[src/rtl/pid_pwm_if.sv]
`default_nettype none
// ============================================================================
//  Module   : pid_pwm_if
//  Purpose  : Bundles the register bus, the pid controller output and the
//             complementary PWM outputs of pid_pwm into a single interface.
//  Signals  : write_enable  active-low register write strobe
//             reg_addr      register address
//             reg_data      register write data
//             pid_out       signed fixed-point controller output
//             pid_valid     single-cycle pid_out valid pulse
//             pwm_hi        high-side gate drive
//             pwm_lo        low-side gate drive
//             period_start  one-cycle pulse at carrier count 0 while enabled
//  Modports : master drives bus/pid inputs, slave is the pid_pwm side
//  Revision : 1.0  initial release
// ============================================================================
interface pid_pwm_if #(
    parameter int D_WIDTH = 16
);
    logic               write_enable;
    logic [D_WIDTH-1:0] reg_addr;
    logic [D_WIDTH-1:0] reg_data;
    logic [D_WIDTH-1:0] pid_out;
    logic               pid_valid;
    logic               pwm_hi;
    logic               pwm_lo;
    logic               period_start;

    modport master (
        output write_enable, reg_addr, reg_data, pid_out, pid_valid,
        input  pwm_hi, pwm_lo, period_start
    );

    modport slave (
        input  write_enable, reg_addr, reg_data, pid_out, pid_valid,
        output pwm_hi, pwm_lo, period_start
    );
endinterface
`default_nettype wire

[src/rtl/pid_pwm.sv]
`default_nettype none
// ============================================================================
//  Module   : pid_pwm
//  Purpose  : PWM output stage for the pid controller. Clamps pid_out to
//             [0, 1.0], scales it to a duty count against the active period,
//             double-buffers the duty so it changes only at period boundaries
//             and drives a complementary hi/lo pair with programmable
//             deadtime. period_start marks the start of every carrier period.
//  Ports    : clk   system clock, rising edge
//             rstb  asynchronous active-low reset
//             bus   pid_pwm_if.slave (register bus, pid input, PWM outputs)
//  Registers: addr 0 PERIOD (min 2), addr 1 DEADTIME, addr 2 CTRL (bit0 enable)
//  Revision : 1.0  initial release
// ============================================================================
module pid_pwm #(
    parameter int D_WIDTH   = 16,
    parameter int Q_BITS    = 13,
    parameter int CNT_WIDTH = 16
) (
    input  wire        clk,
    input  wire        rstb,
    pid_pwm_if.slave   bus
);
    localparam int                     c_PROD_W     = CNT_WIDTH + Q_BITS;
    localparam logic [CNT_WIDTH-1:0]   c_PERIOD_RST = CNT_WIDTH'(1000);
    localparam logic [CNT_WIDTH-1:0]   c_PERIOD_MIN = CNT_WIDTH'(2);
    localparam logic [CNT_WIDTH-1:0]   c_CNT_ONE    = CNT_WIDTH'(1);
    localparam logic signed [D_WIDTH-1:0] c_ONE_S   = D_WIDTH'(1 << Q_BITS);

    localparam logic [1:0] c_ST_OFF  = 2'd0;
    localparam logic [1:0] c_ST_HI   = 2'd1;
    localparam logic [1:0] c_ST_LO   = 2'd2;
    localparam logic [1:0] c_ST_DEAD = 2'd3;

    // Shadow and active configuration
    logic [CNT_WIDTH-1:0] r_period_sh;
    logic [CNT_WIDTH-1:0] r_deadtime_sh;
    logic [CNT_WIDTH-1:0] r_period_act;
    logic [CNT_WIDTH-1:0] r_deadtime_act;
    logic                 r_enable;

    // Duty pipeline
    logic [Q_BITS:0]      r_clamped;
    logic                 r_clamped_vld;
    logic [CNT_WIDTH-1:0] r_duty_sh;
    logic [CNT_WIDTH-1:0] r_duty_act;

    // Carrier and deadtime FSM
    logic [CNT_WIDTH-1:0] r_cnt;
    logic [CNT_WIDTH-1:0] r_dead_cnt;
    logic [1:0]           r_state;
    logic                 r_pwm_hi;
    logic                 r_pwm_lo;
    logic                 r_period_start;

    logic                 w_wr_period;
    logic                 w_wr_dead;
    logic                 w_wr_ctrl;
    logic [CNT_WIDTH-1:0] w_wr_val;
    logic                 w_en_next;
    logic                 w_wrap;
    logic                 w_load;
    logic                 w_raw;
    logic [CNT_WIDTH-1:0] w_cnt_next;
    logic [1:0]           w_state_next;
    logic [CNT_WIDTH-1:0] w_dead_cnt_next;
    logic signed [D_WIDTH-1:0] w_pid_s;
    logic [Q_BITS:0]      w_clamp;
    logic [CNT_WIDTH-1:0] w_duty_scaled;

    // ------------------------------------------------------------------
    // Register decode
    // ------------------------------------------------------------------
    assign w_wr_period = ~bus.write_enable && (bus.reg_addr == D_WIDTH'(0));
    assign w_wr_dead   = ~bus.write_enable && (bus.reg_addr == D_WIDTH'(1));
    assign w_wr_ctrl   = ~bus.write_enable && (bus.reg_addr == D_WIDTH'(2));
    assign w_wr_val    = CNT_WIDTH'(bus.reg_data);

    // CTRL takes effect on the write edge itself, so every decision below
    // that depends on "enabled after this edge" uses w_en_next.
    assign w_en_next   = w_wr_ctrl ? bus.reg_data[0] : r_enable;

    // ------------------------------------------------------------------
    // Duty scaling: clamp to [0, 1.0], then scale by the active period.
    // The product is < 2^(Q_BITS+CNT_WIDTH) because the clamped value is
    // at most 1<<Q_BITS, so the shifted result always fits CNT_WIDTH.
    // ------------------------------------------------------------------
    assign w_pid_s = $signed(bus.pid_out);

    always_comb begin
        w_clamp = '0;
        if (w_pid_s[D_WIDTH-1]) begin
            w_clamp = '0;
        end else if (w_pid_s > c_ONE_S) begin
            w_clamp = {1'b1, {Q_BITS{1'b0}}};
        end else begin
            w_clamp = w_pid_s[Q_BITS:0];
        end
    end

    assign w_duty_scaled = CNT_WIDTH'((c_PROD_W'(r_clamped) * c_PROD_W'(r_period_act)) >> Q_BITS);

    // ------------------------------------------------------------------
    // Carrier
    // ------------------------------------------------------------------
    assign w_raw  = (r_cnt < r_duty_act);
    assign w_wrap = r_enable && (r_cnt == (r_period_act - c_CNT_ONE));
    // Actives reload at every wrap and when enable rises.
    assign w_load = w_wrap || (~r_enable && w_en_next);

    always_comb begin
        w_cnt_next = r_cnt + c_CNT_ONE;
        if (!w_en_next || !r_enable || w_wrap) begin
            w_cnt_next = '0;
        end
    end

    // ------------------------------------------------------------------
    // Deadtime FSM next state. Both sides are driven only from the HI/LO
    // states, so the pair can never be high together.
    // ------------------------------------------------------------------
    always_comb begin
        w_state_next    = r_state;
        w_dead_cnt_next = r_dead_cnt;
        if (!r_enable || !w_en_next) begin
            w_state_next    = c_ST_OFF;
            w_dead_cnt_next = '0;
        end else begin
            case (r_state)
                c_ST_OFF: begin
                    w_state_next = w_raw ? c_ST_HI : c_ST_LO;
                end
                c_ST_HI: begin
                    if (!w_raw) begin
                        if (r_deadtime_act == '0) begin
                            w_state_next = c_ST_LO;
                        end else begin
                            w_state_next    = c_ST_DEAD;
                            w_dead_cnt_next = r_deadtime_act;
                        end
                    end
                end
                c_ST_LO: begin
                    if (w_raw) begin
                        if (r_deadtime_act == '0) begin
                            w_state_next = c_ST_HI;
                        end else begin
                            w_state_next    = c_ST_DEAD;
                            w_dead_cnt_next = r_deadtime_act;
                        end
                    end
                end
                default: begin
                    // Counter holds the remaining dead cycles including the
                    // current one; the exit side is picked from raw now.
                    if (r_dead_cnt <= c_CNT_ONE) begin
                        w_state_next    = w_raw ? c_ST_HI : c_ST_LO;
                        w_dead_cnt_next = '0;
                    end else begin
                        w_dead_cnt_next = r_dead_cnt - c_CNT_ONE;
                    end
                end
            endcase
        end
    end

    // ------------------------------------------------------------------
    // State
    // ------------------------------------------------------------------
    always_ff @(posedge clk or negedge rstb) begin
        if (!rstb) begin
            r_period_sh    <= c_PERIOD_RST;
            r_deadtime_sh  <= '0;
            r_period_act   <= c_PERIOD_RST;
            r_deadtime_act <= '0;
            r_enable       <= 1'b0;
            r_clamped      <= '0;
            r_clamped_vld  <= 1'b0;
            r_duty_sh      <= '0;
            r_duty_act     <= '0;
            r_cnt          <= '0;
            r_dead_cnt     <= '0;
            r_state        <= c_ST_OFF;
            r_pwm_hi       <= 1'b0;
            r_pwm_lo       <= 1'b0;
            r_period_start <= 1'b0;
        end else begin
            if (w_wr_period) begin
                r_period_sh <= (w_wr_val < c_PERIOD_MIN) ? c_PERIOD_MIN : w_wr_val;
            end
            if (w_wr_dead) begin
                r_deadtime_sh <= w_wr_val;
            end
            r_enable <= w_en_next;

            r_clamped_vld <= bus.pid_valid;
            if (bus.pid_valid) begin
                r_clamped <= w_clamp;
            end
            if (r_clamped_vld) begin
                r_duty_sh <= w_duty_scaled;
            end

            // A shadow duty landing on the wrap edge is not seen here
            // (old value sampled) and goes out one period later.
            if (w_load) begin
                r_period_act   <= r_period_sh;
                r_deadtime_act <= r_deadtime_sh;
                r_duty_act     <= r_duty_sh;
            end

            r_cnt          <= w_cnt_next;
            r_state        <= w_state_next;
            r_dead_cnt     <= w_dead_cnt_next;
            r_pwm_hi       <= (w_state_next == c_ST_HI);
            r_pwm_lo       <= (w_state_next == c_ST_LO);
            r_period_start <= w_en_next && (w_cnt_next == '0);
        end
    end

    assign bus.pwm_hi       = r_pwm_hi;
    assign bus.pwm_lo       = r_pwm_lo;
    assign bus.period_start = r_period_start;

endmodule
`default_nettype wire
[src/flat_wrapper.sv]
// flat-port wrapper written by rule: the top's interface ports become plain ports
module pid_pwm_flat 
#(
    parameter int D_WIDTH   = 16,
    parameter int Q_BITS    = 13,
    parameter int CNT_WIDTH = 16
)
  (clk, rstb, bus_write_enable, bus_reg_addr, bus_reg_data, bus_pid_out, bus_pid_valid, bus_pwm_hi, bus_pwm_lo, bus_period_start);
  pid_pwm_if #(.D_WIDTH(D_WIDTH)) bus_i ();
  input  wire clk;
  input  wire rstb;
  input wire logic [$bits(bus_i.write_enable)-1:0] bus_write_enable;
  input wire logic [$bits(bus_i.reg_addr)-1:0] bus_reg_addr;
  input wire logic [$bits(bus_i.reg_data)-1:0] bus_reg_data;
  input wire logic [$bits(bus_i.pid_out)-1:0] bus_pid_out;
  input wire logic [$bits(bus_i.pid_valid)-1:0] bus_pid_valid;
  output wire logic [$bits(bus_i.pwm_hi)-1:0] bus_pwm_hi;
  output wire logic [$bits(bus_i.pwm_lo)-1:0] bus_pwm_lo;
  output wire logic [$bits(bus_i.period_start)-1:0] bus_period_start;
  assign bus_i.write_enable = bus_write_enable;
  assign bus_i.reg_addr = bus_reg_addr;
  assign bus_i.reg_data = bus_reg_data;
  assign bus_i.pid_out = bus_pid_out;
  assign bus_i.pid_valid = bus_pid_valid;
  assign bus_pwm_hi = bus_i.pwm_hi;
  assign bus_pwm_lo = bus_i.pwm_lo;
  assign bus_period_start = bus_i.period_start;
  pid_pwm #(.D_WIDTH(D_WIDTH), .Q_BITS(Q_BITS), .CNT_WIDTH(CNT_WIDTH)) u_core (.clk(clk), .rstb(rstb), .bus(bus_i));
endmodule
[config.mk]
export PLATFORM = sky130hd
export DESIGN_NAME = pid_pwm_flat
export DESIGN_NICKNAME = d
export VERILOG_FILES = /design/src/rtl/pid_pwm_if.sv /design/src/rtl/pid_pwm.sv /design/src/flat_wrapper.sv
export SDC_FILE = /design/constraint.sdc
export NUM_CORES = 1
export LEC_CHECK = 0
export CAP_MARGIN = 20
export CORE_MARGIN = 8
export CORE_UTILIZATION = 40
export CTS_BUF_LIST = sky130_fd_sc_hd__clkbuf_8
export DETAILED_ROUTE_END_ITERATION = 12
export HOLD_SLACK_MARGIN = 0.05
export PLACE_DENSITY_LB_ADDON = 0.2
export REMOVE_ABC_BUFFERS = 1
export SLEW_MARGIN = 0
export SYNTH_ARGS = -nofsm -noshare
export SYNTH_HDL_FRONTEND = slang
export SYNTH_SLANG_ARGS = --single-unit
[constraint.sdc]
create_clock -name clk -period 5.9 [get_ports clk]
set_input_delay 1.77 -clock clk [delete_from_list [all_inputs] [get_ports clk]]
set_output_delay 1.77 -clock clk [all_outputs]
set_load 0.02 [all_outputs]
Yosys cells after proc, flatten, opt, wreduce, memory -nomap -nowiden
Cells that the tools add are included.
W data, S select, Z words.
- add/sub/neg operators: 3
- multipliers: 1
- $lt $le $gt $ge: 4
- eq/ne operators: 10
- multiplexer cells: 19
- bitwise operators: 2
- reduce and logical (&&, ||, !) cells: 16
- operator list (kind ; count):
    $mux W16 ; 7
    $logic_not A16 Y1 ; 3
    $pmux W16 S3 ; 1
    $sub A16 B1 Y16 const B ; 2
    $mul A14 B16 Y29 ; 1
    $mux W14 ; 2
    $add A16 B1 Y16 const B ; 1
    $eq A16 B1 Y1 const B ; 1
    $eq A16 B16 Y1 ; 1
    $eq A16 B2 Y1 const B ; 1
    $gt A16 B15 Y1 const B ; 1
    $le A16 B1 Y1 const B ; 1
    $lt A16 B16 Y1 ; 1
    $lt A16 B2 Y1 const B ; 1
    $mux W2 ; 6
    $logic_and A1 B1 Y1 ; 6
    $pmux W2 S3 ; 1
    $eq A2 B1 Y1 const B ; 2
    $eq A2 B2 Y1 const B ; 2
    $logic_or A1 B1 Y1 ; 3
    $ne A3 B1 Y1 const B ; 1
    $ne A3 B3 Y1 const B ; 1
    $reduce_and A3 Y1 ; 1
    $logic_not A1 Y1 ; 2
    other kinds (4) ; 6
- bits in registers: 149
- input port bits: 52
- output and inout bits: 3
- logic and storage cells: 70

Longest topological paths before layout
Gate-level depths: netlist of run 1.
- depth in word-level cells: 9
- mapped depth: 23

Worst setup path after synthesis of run 1
Ideal clock, no wire load.
- path type: reg-to-reg
- start: register u_core.r_period_act[5]
- end: register u_core.r_duty_sh[13]
- arrival time: 5.976 ns
- setup slack: -0.145 ns
- cell stages (with the launch flop): 22
- path through: dfstp_2 > clkbuf_1 > clkbuf_1 > and2_1 > fa_1 > inv_1 > fa_1 > inv_1 > fa_1 > ha_1 > fa_1 > inv_1 > fa_1 > inv_1 > ha_1 > a211o_1 > a21oi_1 > inv_1 > o211ai_1 > a21oi_1 > or4_1 > nand3_1
- longest elaborated chain between the ends: 1
- RTL lines (element ; line ; RTL):
    start: declaration ; pid_pwm.sv:38 ; logic [CNT_WIDTH-1:0] r_period_act;
    start signal: assignment ; pid_pwm.sv:174 ; r_period_act <= c_PERIOD_RST;
    start signal: assignment ; pid_pwm.sv:207 ; r_period_act <= r_period_sh;
    $mul A14 B16 Y29 ; pid_pwm.sv:101 ; assign w_duty_scaled = CNT_WIDTH'((c_PROD_W'(r_clamped) * c_PROD_W'(r_period_act)) >> Q_BITS);
    end signal: assignment ; pid_pwm.sv:201 ; r_duty_sh <= w_duty_scaled;
    end: declaration ; pid_pwm.sv:45 ; logic [CNT_WIDTH-1:0] r_duty_sh;
No other way between the ends.
A chain may end at the register's enable or synchronous reset.

Worst setup path in the final report of run 1
- start: register u_core.r_period_act[5]
- end: register u_core.r_duty_sh[15]
The elaborated chain is that of the path after synthesis.

==> metrics.yaml, run 1 <==
root_buffer: "clkbuf_8"
crit_fanout: 5
grt_pass1_vias: 11300
netlist_area_um2: 14800
dr_total_vias: 11100
tritoncts: "yes"
ys_top_cells_by_area: "dfrtp_1, fa_1, ha_1, inv_1, mux2_2"
dieArea_um2: 43300
cts.htree.levels: 4
vdd_drop_max_mv: 0.184
post_dp_cell_area_um2: 16000
crit_path_start_kind: "flip-flop"
power.total_mw: 1.98
fin_nets: 1947
fillers: 3481
synth.top_cell.area_share: 0.232
worstMarginPinSlew_ns: 1.09
powerDensity_nw_per_um2: 117
max_slew_margin: 0.269
cts_made_buffers: 17
drive_above_1_share: 0.159
ioPinCount: 55
pre_cts_slack_ns: 0.0226
syn_inst: 1549
rows: 70
period_needed_ns: 5.69
grt_overflow: 0
ys_types: 70
wl_um: 38700
syn_to_final_growth_pct: 14.0
postRouteAntennaNets: 0
end_kind: "flip-flop"
crit_required_ns: 6.28
finClkSkew_ns: 0.0151
dieWidth_um: 208
cts_sinks: 149
grt_pass1_wl_um: 61600
clock_latency_ns: 0.50
synth.ff_latch_count: 149
async_flop_share: 1.00
design_area_um2: 16800
grt_max_degree: 80
drv_slew: 0
cap_violations: 0
path_clk_slew_ns: 0.10
viasPerCell: 5.27
path_class: "flip-flop to flip-flop"
mostFrequentLayoutCell: "inv_1"
fin_ws_ns: 0.213
initial_core_util: 0.404
drt_first_iter_violations: 637
seq_area_frac_synth: 0.253
critical_path_arrival_ns: 6.07
layout_common_cells: "inv_1, nand2_1, fa_1, dfrtp_1, ha_1"
n_antenna_cell: 0
drc_errors: 0
grt_antenna_before_repair: 1
cellLeakagePower_nw: 8.28
dr.pass1.iters: 5
hpwl_um: 30200
period_share: 0.964
io_buffers: 54
core_um2: 36500
max_freq_mhz: 176
globalplace.congestion: 0.848
grtUsageTotal: 0.178
ys.flop_type: "dfrtp_1"
yosysTopAreaCell: "dfrtp_1"
utilization: 0.461
hold_violations: 0
clk_path_buf_depth: 2
synth_edf_count: 0
die_y_um: 208
yosysWarnings: 0
hp-class: "flip-flop to flip-flop"
wl_per_cell_um: 18.4
setup_tns_ns: 0
setup_viol: 0
syn_avg_cell_area_um2: 9.53
status: "finished clean"
final timing paths:
check	cells after the start	slack (ns)	end	startpoint
hold / removal	1	0.51	u_core.r_deadtime_act[11]	u_core.r_deadtime_sh[11]
min in group asynchronous	1	1.31	u_core.r_dead_cnt[9]	rstb
setup / recovery	20	0.21	u_core.r_duty_sh[15]	u_core.r_period_act[5]
setup reg to reg	20	0.21	u_core.r_duty_sh[15]	u_core.r_period_act[5]
max in group asynchronous	2	3.46	u_core.r_period_act[0]	rstb
hold reg to reg	1	0.51	u_core.r_deadtime_act[11]	u_core.r_deadtime_sh[11]
worst max-delay path, stage by stage, from the launching register on:
cell	delay (ns)
dfstp_2	0.55
buf_4	0.13
buf_4	0.13
nand2_1	0.07
fa_1	0.50
inv_1	0.05
fa_1	0.53
fa_1	0.58
fa_1	0.46
fa_1	0.50
inv_1	0.05
fa_1	0.47
inv_1	0.06
ha_4	0.29
nand2_1	0.05
a21o_1	0.17
a21oi_2	0.17
a211o_1	0.17
o2111ai_2	0.14
nand4_1	0.12
or3b_4	0.37
per-stage QoR:
| stage | instances | hold WS, ns |
|---|---|---|
| after detailed placement | 2044 | 0.490 |
| final | 2102 | 0.513 |
| after global placement | 2044 | 0.484 |
| after floorplan | 1467 | 0.443 |
| after CTS | 2076 | 0.511 |
| after global routing | 2102 | 0.518 |
metal layers:
layer  part of all wire  wire [um]  GRT usage
met1               0.48      18700      0.248
met3              0.043       1650     0.0353
met5            0.00041         16          0
met2               0.46      17600      0.281
met4              0.017        657     0.0441
where the power goes:
part	total, mW	switching (mW)	internal (mW)
combinational	0.134	0.0752	0.0585
sequential	1.04	0.0120	1.03
clock	0.804	0.476	0.327
flip-flops by register name, indices dropped and copies added, names as in the netlist, 2 cells and up:
signal,count
u_core.r_deadtime_sh,16
u_core.r_deadtime_act,16
u_core.r_period_act,16
u_core.r_cnt,16
u_core.r_dead_cnt,16
u_core.r_duty_sh,16
u_core.r_clamped,14
u_core.r_duty_act,16
u_core.r_period_sh,16
u_core.r_state,2
repair_timing:
action	4_1_cts	5_1_grt
hold buffers	0	0
gates resized for setup	0	55
setup endpoints to repair	0	13
setup buffers	0	26
Yosys cell counts (5+ instances only):
library cell  number
inv_1            220
nand2_1          179
fa_1             163
dfrtp_1          137
ha_1             111
and2_1            98
clkbuf_1          73
nor2_1            71
mux2_2            60
a21oi_1           41
o21ai_0           41
nor3_1            39
xnor2_1           30
nand3_1           21
nand4_1           20
mux2_4            19
nor4_1            18
xor2_1            17
dfstp_2           12
a211oi_1          11
a21o_1            11
o211ai_1          10
and3_1             9
o31ai_1            9
or3_1              8
o21a_1             7
a221oi_1           6
a22o_1             6
or4_1              6
a211o_1            5
a21boi_0           5
a31oi_1            5
nor3b_1            5
cell families after synthesis:
kind of cell,Yosys count,share of synthesized area
and+or+nand+nor,498,0.167
buffers and inverters,305,0.0799
adders and majority gates,274,0.315
AOI/OAI and AO/OA,195,0.0901
DFF,149,0.253
muxes,81,0.0664
xor gates and xnor gates,47,0.0279
area by class of cell:
cell class,count,area (um2),share of cell area
timing repair buffer,135,1240,0.0738
sequential,149,3750,0.223
clock buffer,19,262,0.0155
multi-input combinational,1095,10000,0.597
tap,468,586,0.0348
inverter,223,837,0.0497
clock inverter,13,111,0.00661
Note: power is estimated with default switching activity, not from simulation.
==> run 2, diff against run 1 <==
Settings changed: CORE_UTILIZATION 40 to 54, SKIP_LAST_GASP set to 1.
Clock period 5.9 ns to 6 ns, I/O delays scaled along.
==> run 2 against run 1 <==
Net effect: clock skew increased by 0.0022 ns; sequential share of layout area increased by 0.60 points; clock power decreased by 1%; register-to-register slack got worse by 0.05 ns; non-clock buffer count decreased by 18; utilization increased by 15 points; sequential power about the same; largest power group unchanged.
==> metrics.yaml, run 2 (same netlist as run 1, synthesis figures left out) <==
rows: 60  # -14%
die_y_um: 181  # -13%
cts_made_buffers: 17  # unchanged
dieWidth_um: 181  # -13%
drv_slew: 0  # unchanged
whs_ns: 0.498  # -0.0147 ns
grt_overflow: 0  # unchanged
regToRegEndpoint: "u_core.r_duty_sh[15]"
grt_max_degree: 54  # -33%
hpwl_um: 28700  # -5.1%
wl_per_cell_um: 18.3  # -0.62%
min_from: "u_core.r_duty_sh[6]"
worstMarginPinSlew_ns: 1.00  # -0.0909 ns
clock_latency_ns: 0.47  # -0.03 ns
mostFrequentLayoutCell: "inv_1"
period_share: 0.973  # +0.00908
whs_endpoint: "u_core.r_duty_sh[6]"
crit_path_start_kind: "flip-flop"
syn_to_final_growth_pct: 11.1
cts.htree.levels: 4  # unchanged
max_slew_margin: 0.330  # +0.0609
hold_violations: 0  # unchanged
core_um2: 26900  # -26%
initial_core_util: 0.549  # +0.145
setup_viol: 0  # unchanged
grt_pass1_wl_um: 59600  # -3.3%
postRouteAntennaNets: 0  # unchanged
fillers: 2228  # -36%
dr.pass1.iters: 5  # unchanged
drc_errors: 0  # unchanged
rr_startpoint: "u_core.r_period_act[7]"
root_buffer: "clkbuf_8"
vdd_drop_max_mv: 0.140  # -24%
path_clk_slew_ns: 0.10  # about the same
max_freq_mhz: 171  # -2.6%
worst-r2r-cell-count: 21  # +5.0%
end_kind: "flip-flop"
period_needed_ns: 5.84  # +0.151 ns
grt_pass1_vias: 11500  # +2.6%
drt_first_iter_violations: 635  # -0.31%
grtUsageTotal: 0.225  # +0.0473
path_class: "flip-flop to flip-flop"
wl_um: 35800  # -7.5%
clk_path_buf_depth: 2  # unchanged
critical_path_arrival_ns: 6.19  # +0.12 ns
n_antenna_cell: 0  # unchanged
utilization: 0.610  # +0.150
regToRegSetupSlack_ns: 0.16  # -0.05 ns
powerDensity_nw_per_um2: 118  # +0.80%
grt_antenna_before_repair: 0  # -1
final_cells: 1957  # -6.9%
cts_sinks: 149  # unchanged
viasPerCell: 5.69  # +7.8%
tritoncts: "yes"
ioPinCount: 55  # unchanged
drive_above_1_share: 0.137  # -0.0211
crit_fanout: 6  # +1
globalplace.congestion: 0.915  # +7.9%
dieArea_um2: 32900  # -24%
postCtsHoldBufs: 0  # unchanged
io_buffers: 54  # unchanged
cap_violations: 0  # unchanged
whs_path_depth: 2  # +1
layout_common_cells: "inv_1, nand2_1, fa_1, dfrtp_1, ha_1"
dr_total_vias: 11100  # +0.41%
cellLeakagePower_nw: 8.18  # -1.2%
status: "finished clean"
design_area_um2: 16400  # -2.5%
crit_required_ns: 6.35  # +0.07 ns
hp-class: "flip-flop to flip-flop"
placedCellCount: 1916  # -6.3%
fin_nets: 1929  # -0.92%
setup_tns_ns: 0  # unchanged
finClkSkew_ns: 0.0172  # +0.00215 ns
post_dp_cell_area_um2: 15800  # -0.96%
-- run 2: area by class of cell --
type                            count  area, um2  share of cell area
Timing Repair Buffer              117       1040              0.0636
Sequential cell                   149       3760               0.229
Multi-Input combinational cell   1095       9950               0.606
Tap cell                          341        427              0.0260
Clock buffer                       19        262              0.0159
Clock inverter                     13        134             0.00816
Inverter                          223        837              0.0510
-- run 2: metal layers --
metal	routed length [um]	up-vias	part of all wire	track usage
li1	-	5201	-	-
met1	15400	5570	0.43	0.286
met2	17200	281	0.48	0.368
met3	1850	75	0.052	0.0507
met4	1290	0	0.036	0.0922
met5	0	-	0	0
-- run 2: critical path, cell delays in order, from the launching register on --
cell and delay, ns:
dfstp_2 0.41, buf_4 0.17, and2_1 0.17, fa_1 0.54, inv_1 0.05, fa_1 0.47
inv_1 0.05, fa_1 0.51, inv_1 0.06, fa_1 0.53, inv_1 0.05, fa_1 0.47
fa_1 0.43, ha_2 0.20, a211o_1 0.27, a21oi_2 0.13, buf_4 0.16, inv_1 0.05
o211a_1 0.26, o2111ai_2 0.22, a21oi_1 0.08, or3b_2 0.46
-- run 2: where the power goes --
group          leakage (nW)  switching (mW)  internal [mW]
sequential             2.01          0.0111           1.01
clock                 0.198           0.434          0.362
combinational          5.97          0.0709         0.0542
total                  8.18           0.516           1.43
-- run 2: how the worst max path moves through the flow --
stage / cells past startpoint / endpoint / from / slack (ns)
after CTS: 21 / u_core.r_duty_sh[13] / u_core.r_clamped[2] / 0.06
final: 21 / u_core.r_duty_sh[15] / u_core.r_period_act[7] / 0.16
after global placement: 20 / u_core.r_duty_sh[13] / u_core.r_clamped[2] / 0.02
after global routing: 19 / u_core.r_duty_sh[15] / u_core.r_period_act[5] / -0.005
after floorplan: 7 / u_core.r_period_act[9] / bus_reg_addr[8] / 0.13
after detailed placement: 20 / u_core.r_duty_sh[13] / u_core.r_clamped[2] / -0.14
-- run 2: stage by stage --
| stage | power [mW] | setup WS, ns |
|---|---|---|
| finish | 1.94 | 0.163 |
| global route | 2.01 | -0.00536 |
| CTS | 1.96 | 0.0582 |
| detailed placement | 1.16 | -0.138 |
| global placement | 1.16 | 0.0164 |
| floorplan | 1.07 | 0.131 |
-- run 2: what timing repair did --
item	CTS	global route
setup endpoints to repair	5	11
buffers inserted	1	8
gates resized for setup	0	32
pin swaps	1	9
